### src/rtl/mips_pkg.sv
// mips_pkg: shared encodings for the MIPS core pipeline stages.
// Latency: n/a (types and constants only).
// Backpressure: n/a.
package mips_pkg;

   // Default datapath and register-index widths
   localparam int DATA_W_DEF = 32;
   localparam int REG_AW_DEF = 5;

   // Load-kind encodings carried down the pipe with memory loads
   localparam logic [2:0] LT_LW  = 3'b000;
   localparam logic [2:0] LT_LB  = 3'b001;
   localparam logic [2:0] LT_LBU = 3'b010;
   localparam logic [2:0] LT_LH  = 3'b011;
   localparam logic [2:0] LT_LHU = 3'b100;

   // Writeback stage occupancy
   typedef enum logic [1:0] {
      ST_EMPTY     = 2'd0,
      ST_WB        = 2'd1,
      ST_LOAD_WAIT = 2'd2
   } wb_state_e;

endpackage

### src/rtl/load_extend.sv
// load_extend: selects the addressed byte/halfword of a little-endian word and extends it.
// Latency: purely combinational.
// Backpressure: none.
module load_extend
   import mips_pkg::*;
#(
   parameter int DATA_W = DATA_W_DEF
) (
   input  logic [2:0]        i_load_type,
   input  logic [1:0]        i_offset,
   input  logic [DATA_W-1:0] i_word,
   output logic [DATA_W-1:0] o_data
);

   logic [7:0]  w_byte;
   logic [15:0] w_half;

   // Lane selection; halfword ignores offset bit 0, unknown load kinds act as LW
   always_comb begin
      w_byte = i_word[8*i_offset +: 8];
      w_half = i_word[16*i_offset[1] +: 16];
      case (i_load_type)
         LT_LB:   o_data = {{(DATA_W-8){w_byte[7]}}, w_byte};
         LT_LBU:  o_data = {{(DATA_W-8){1'b0}}, w_byte};
         LT_LH:   o_data = {{(DATA_W-16){w_half[15]}}, w_half};
         LT_LHU:  o_data = {{(DATA_W-16){1'b0}}, w_half};
         default: o_data = i_word;
      endcase
   end

endmodule

### src/rtl/writeback_stage.sv
// writeback_stage: MEM/WB register and register-file write port; optional forwarding under WB_FORWARD_EN.
// Latency: one cycle from capture (or from load data return) to regWrite.
// Backpressure: wbStall holds MEM and upstream while a captured load waits for data memory.
module writeback_stage
   import mips_pkg::*;
#(
   parameter int DATA_W = DATA_W_DEF,
   parameter int REG_AW = REG_AW_DEF
) (
   input  logic              clk,
   input  logic              rst,
   input  logic              memValid,
   input  logic              memRegWrite,
   input  logic              memToReg,
   input  logic [2:0]        memLoadType,
   input  logic [1:0]        memByteOffset,
   input  logic [REG_AW-1:0] memWriteRegister,
   input  logic [DATA_W-1:0] memAluResult,
   input  logic [DATA_W-1:0] dmemRdata,
   input  logic              dmemRvalid,
   output logic              regWrite,
   output logic [REG_AW-1:0] writeRegister,
   output logic [DATA_W-1:0] writeData,
   output logic              wbStall,
   output logic              fwdValid,
   output logic [REG_AW-1:0] fwdRegister,
   output logic [DATA_W-1:0] fwdData
);

   wb_state_e         r_state;
   wb_state_e         w_state_nxt;
   logic              r_reg_write;
   logic [REG_AW-1:0] r_dest;
   logic [DATA_W-1:0] r_data;
   logic [2:0]        r_load_type;
   logic [1:0]        r_offset;

   logic              w_waiting;
   logic              w_capture;
   logic [2:0]        w_ext_type;
   logic [1:0]        w_ext_offset;
   logic [DATA_W-1:0] w_ext_data;

   assign w_waiting    = (r_state == ST_LOAD_WAIT);
   assign w_capture    = !w_waiting && memValid;
   // While waiting the live MEM fields belong to a stalled instruction, so use the latched ones
   assign w_ext_type   = w_waiting ? r_load_type : memLoadType;
   assign w_ext_offset = w_waiting ? r_offset    : memByteOffset;

   load_extend #(
      .DATA_W (DATA_W)
   ) u_load_extend (
      .i_load_type (w_ext_type),
      .i_offset    (w_ext_offset),
      .i_word      (dmemRdata),
      .o_data      (w_ext_data)
   );

   // State register
   always_ff @(posedge clk) begin
      if (rst) r_state <= ST_EMPTY;
      else     r_state <= w_state_nxt;
   end

   // Next-state: capture from EMPTY/WB, park in LOAD_WAIT until data returns
   always_comb begin
      w_state_nxt = r_state;
      case (r_state)
         ST_LOAD_WAIT: begin
            if (dmemRvalid) w_state_nxt = ST_WB;
         end
         default: begin
            if (!memValid)                    w_state_nxt = ST_EMPTY;
            else if (!memToReg || dmemRvalid) w_state_nxt = ST_WB;
            else                              w_state_nxt = ST_LOAD_WAIT;
         end
      endcase
   end

   // Outputs: write only from WB, never to $0; stall while a load is outstanding
   always_comb begin
      regWrite = (r_state == ST_WB) && r_reg_write && (r_dest != '0);
      wbStall  = w_waiting;
   end

   // Held instruction fields and result
   always_ff @(posedge clk) begin
      if (rst) begin
         r_reg_write <= 1'b0;
         r_dest      <= '0;
         r_data      <= '0;
         r_load_type <= LT_LW;
         r_offset    <= 2'b00;
      end else if (w_capture) begin
         r_reg_write <= memRegWrite;
         r_dest      <= memWriteRegister;
         r_load_type <= memLoadType;
         r_offset    <= memByteOffset;
         r_data      <= memToReg ? w_ext_data : memAluResult;
      end else if (w_waiting && dmemRvalid) begin
         r_data      <= w_ext_data;
      end
   end

   assign writeRegister = r_dest;
   assign writeData     = r_data;

`ifdef WB_FORWARD_EN
   assign fwdValid    = regWrite;
   assign fwdRegister = writeRegister;
   assign fwdData     = writeData;
`else
   assign fwdValid    = 1'b0;
   assign fwdRegister = '0;
   assign fwdData     = '0;
`endif

endmodule

### config.mk
export PLATFORM = sky130hd
export DESIGN_NAME = writeback_stage
export DESIGN_NICKNAME = d
export VERILOG_FILES = /design/src/rtl/mips_pkg.sv /design/src/rtl/load_extend.sv /design/src/rtl/writeback_stage.sv
export SDC_FILE = /design/constraint.sdc
export NUM_CORES = 1
export LEC_CHECK = 0
export ABC_AREA = 1
export CORE_MARGIN = 3
export CORE_UTILIZATION = 41
export DETAILED_ROUTE_END_ITERATION = 6
export MAX_ROUTING_LAYER = met4
export PLACE_DENSITY = 0.86
export SYNTH_ARGS = -nofsm -noshare
export SYNTH_HDL_FRONTEND = slang
export SYNTH_SLANG_ARGS = --single-unit
export TNS_END_PERCENT = 1
### constraint.sdc
create_clock -name clk -period 2.15 [get_ports clk]
set_clock_uncertainty 0.2 [all_clocks]
set_input_delay 0.43 -clock clk [delete_from_list [all_inputs] [get_ports clk]]
set_output_delay 0.43 -clock clk [all_outputs]
set_load 0.01 [all_outputs]
==> impl_results.md <==
- Power per cell area: 541.6 mW/mm^2
- CP Capture Type: output pin
- Routed wire length on met2: 4942 microns
- WL/cell: 13.55 microns
- Final Max Slew Viols: 0
- Maxcap violations: 0
- CTS tree: built
- Predominant post-synthesis flop cell: dfxtp_1
- Worst R2R Start: r_state[1]
- DRT iter0 DRCs: 180
- Commonest non-fill, non-tap cell in the layout: nand2_1
- Met3 wire length: 717 microns
- Worst hold path endpoint: writeData[2]
- Clk Latency, worst-skew pair: 0.30 ns
- Post-synth ARST share: 0%
- CTS sink count: 45
- Post-route cell area: 0.004817 sq mm
- CTS HTree Levels: 2
- Vias after detailed routing: 3732
- Vias/cell: 4.885
- Mapped Area: 0.003237 sq mm
- Hold Crit Start: writeData[2]
- Overall power: 2609 uW
- Cell depth of the worst flop-to-flop path: 12
- Port bufs: 118
- Worst setup SP type: register
- Hold Buf Count CTS: 0
- IO Count: 157
- #FFs+latches synth: 45
- Gpl congestion: 0.9343
- CP Data Required Time: 1.52 ns
- Area leader, netlist: dfxtp_1
- CTS max path bufs: 2
- Num CTS Buffers: 5
- Netlist cell types: 30
- Final-report setup violation count: 0
- CP max stage cell: or4_4
- CORE AREA: 0.007447 sq mm
- Yosys warnings: 0
- First-pass GRT wire length: 16030 microns
- Post-DP Area: 0.004604 sq mm
- Final period util: 99.31%
- DRT antenna net count: 0
- Status: complete, no violations
- Die Ht: 94.85 microns
- Leakage: 0.002301 uW
- Largest cells by area after synthesis: dfxtp_1 28%, nand2_1 17%, buf_4 9.5%
- Largest net degree at the start of global routing: 35
- Drt drc: 0
- Gr usage total: 23.01%
- Worst-path clk slew: 0.09 ns
- GRT overflow: 0
- Final wirelength: 10360 microns
- Hold Path Stages: 2
- Final core utilization: 64.68%
- Worst-path cell chain: or4_4 > o2111ai_2 > inv_1 > buf_2
- Register area share after synthesis: 27.83%
- Share of cells above drive strength 1: 11.28%
- Worst hold path class: reg2reg
- Area share of the largest cell type after synthesis: 27.83%
- Final #Nets: 744
- # rows: 31
- Worst-path fanout max: 2
- Max Clk Rate: 468.4 MHz
- Post-Syn Area per Cell: 6.189 sq um
- Post-synth EDFFs: 0
- Final min period: 2.135 ns
- Cell count after synthesis: 523
- Reg2reg end: writeData[30]
- Initial antenna violation count: 0
- Vias in the first global route: 3380
- Die area: 0.008997 sq mm
- Die Wd: 94.85 microns
- DP HPWL: 8060 microns
- Antenna diodes: 0
- VDD IR max: 0.0002816 V
- Initial core utilization: 43.46%
- Most frequent cells in the layout: 148 x nand2_1, 117 x clkdlybuf4s50_1, 51 x nor2_1
- Kind of critical path: reg2out
- Final Hold Violating Endpoints: 0
- Detailed Routing Iterations Pass 1: 5
- CTS root buf: clkbuf_8
- Highest Signal Layer: met4
- Wl on met1: 4544 microns
- Crit path DAT: 1.51 ns
- Slowest stage delay, CP: 0.53 ns
- R2R setup slack: 0.13 ns
- RSZ-0062 raised after global routing: true
- P&R area growth vs syn: 48.82%
report_power, final:
| group | internal [uW] | switching, uW | leakage, uW |
|---|---|---|---|
| sequential | 909 | 42.7 | 0.000374 |
| combinational | 479 | 487 | 0.00187 |
| clock | 379 | 313 | 0.0000574 |
| total | 1770 | 842 | 0.00230 |
repair_timing:
item | in CTS | in global routing
hold endpoints to repair | 0 | 0
pin swaps | 2 | 7
setup buffers | 0 | 4
endpoints found under the setup margin | 1 | 27
gates resized for setup | 7 | 11
cloned | 0 | 1
worst max-delay path by stage:
stage | from | end | slack [ns] | cells past startpoint
detailed placement | memLoadType[2] | writeData[30] | -0.23 | 12
global route | writeRegister[1] | regWrite | -0.06 | 4
finish | writeRegister[1] | regWrite | 0.01 | 4
global placement | memLoadType[2] | writeData[0] | -0.17 | 13
CTS | writeRegister[2] | regWrite | -0.02 | 4
floorplan | r_state[1] | writeData[23] | 0.25 | 13
state kept, by name, indices dropped and copies added (netlist names):
name,count
r_offset,2
writeRegister,5
writeData,32
r_load_type,3
r_reg_write,1
r_state,2
final cells by class:
| class | count | area (sq um) |
|---|---|---|
| tap | 99 | 123.9 |
| inverter | 46 | 177.7 |
| clock inverter | 2 | 37.54 |
| sequential | 45 | 903.4 |
| clock buffer | 6 | 82.58 |
| multi-input combinational | 409 | 1952 |
| timing repair buffer | 157 | 1540 |
| fill | 705 | 2630 |
critical path: cells and delay by family (launching register included):
kind	cells	cell delay, ns
flops	1	0.32
simple gates	1	0.53
buf+inv	2	0.18
compound gates	1	0.17
Yosys cell counts (2+ instances only):
cell type,count
nor2_1,51
o21bai_1,17
inv_1,41
clkinv_1,2
clkbuf_1,15
inv_4,2
nand2_2,5
nand3_1,33
nand3b_1,6
buf_6,2
o21ai_0,45
nand2_1,150
nand3_2,3
nor2_4,2
buf_2,3
dfxtp_1,45
buf_4,41
nand2_4,3
a21oi_1,46
kinds of logic (layout without fill, tap and decap cells):
family,after synthesis,in the layout,share of synthesized area (%)
buf+inv,107,211,17.90
flops,45,45,27.83
simple gates,259,260,35.37
other cells,1,38,0.1159
compound gates,111,111,18.79
through the flow:
stage	TNS (ns)	instances	hold WS [ns]	setup WS, ns
floorplan	0	560	0.2443	0.2532
global placement	-3.806	751	0.2523	-0.1686
detailed placement	-5.038	751	0.2561	-0.2341
finish	0	764	0.2675	0.01487
CTS	-0.01821	759	0.2690	-0.01821
global route	-0.1313	764	0.2838	-0.05851
layer usage:
| metal | global-route usage, % | vias to the layer above |
|---|---|---|
| li1 | - | 1884 |
| met1 | 30.07 | 1680 |
| met2 | 36.52 | 154 |
| met3 | 4.622 | 14 |
| met4 | 5.529 | 0 |
| met5 | - | - |
(Power assumes the default switching activity.)
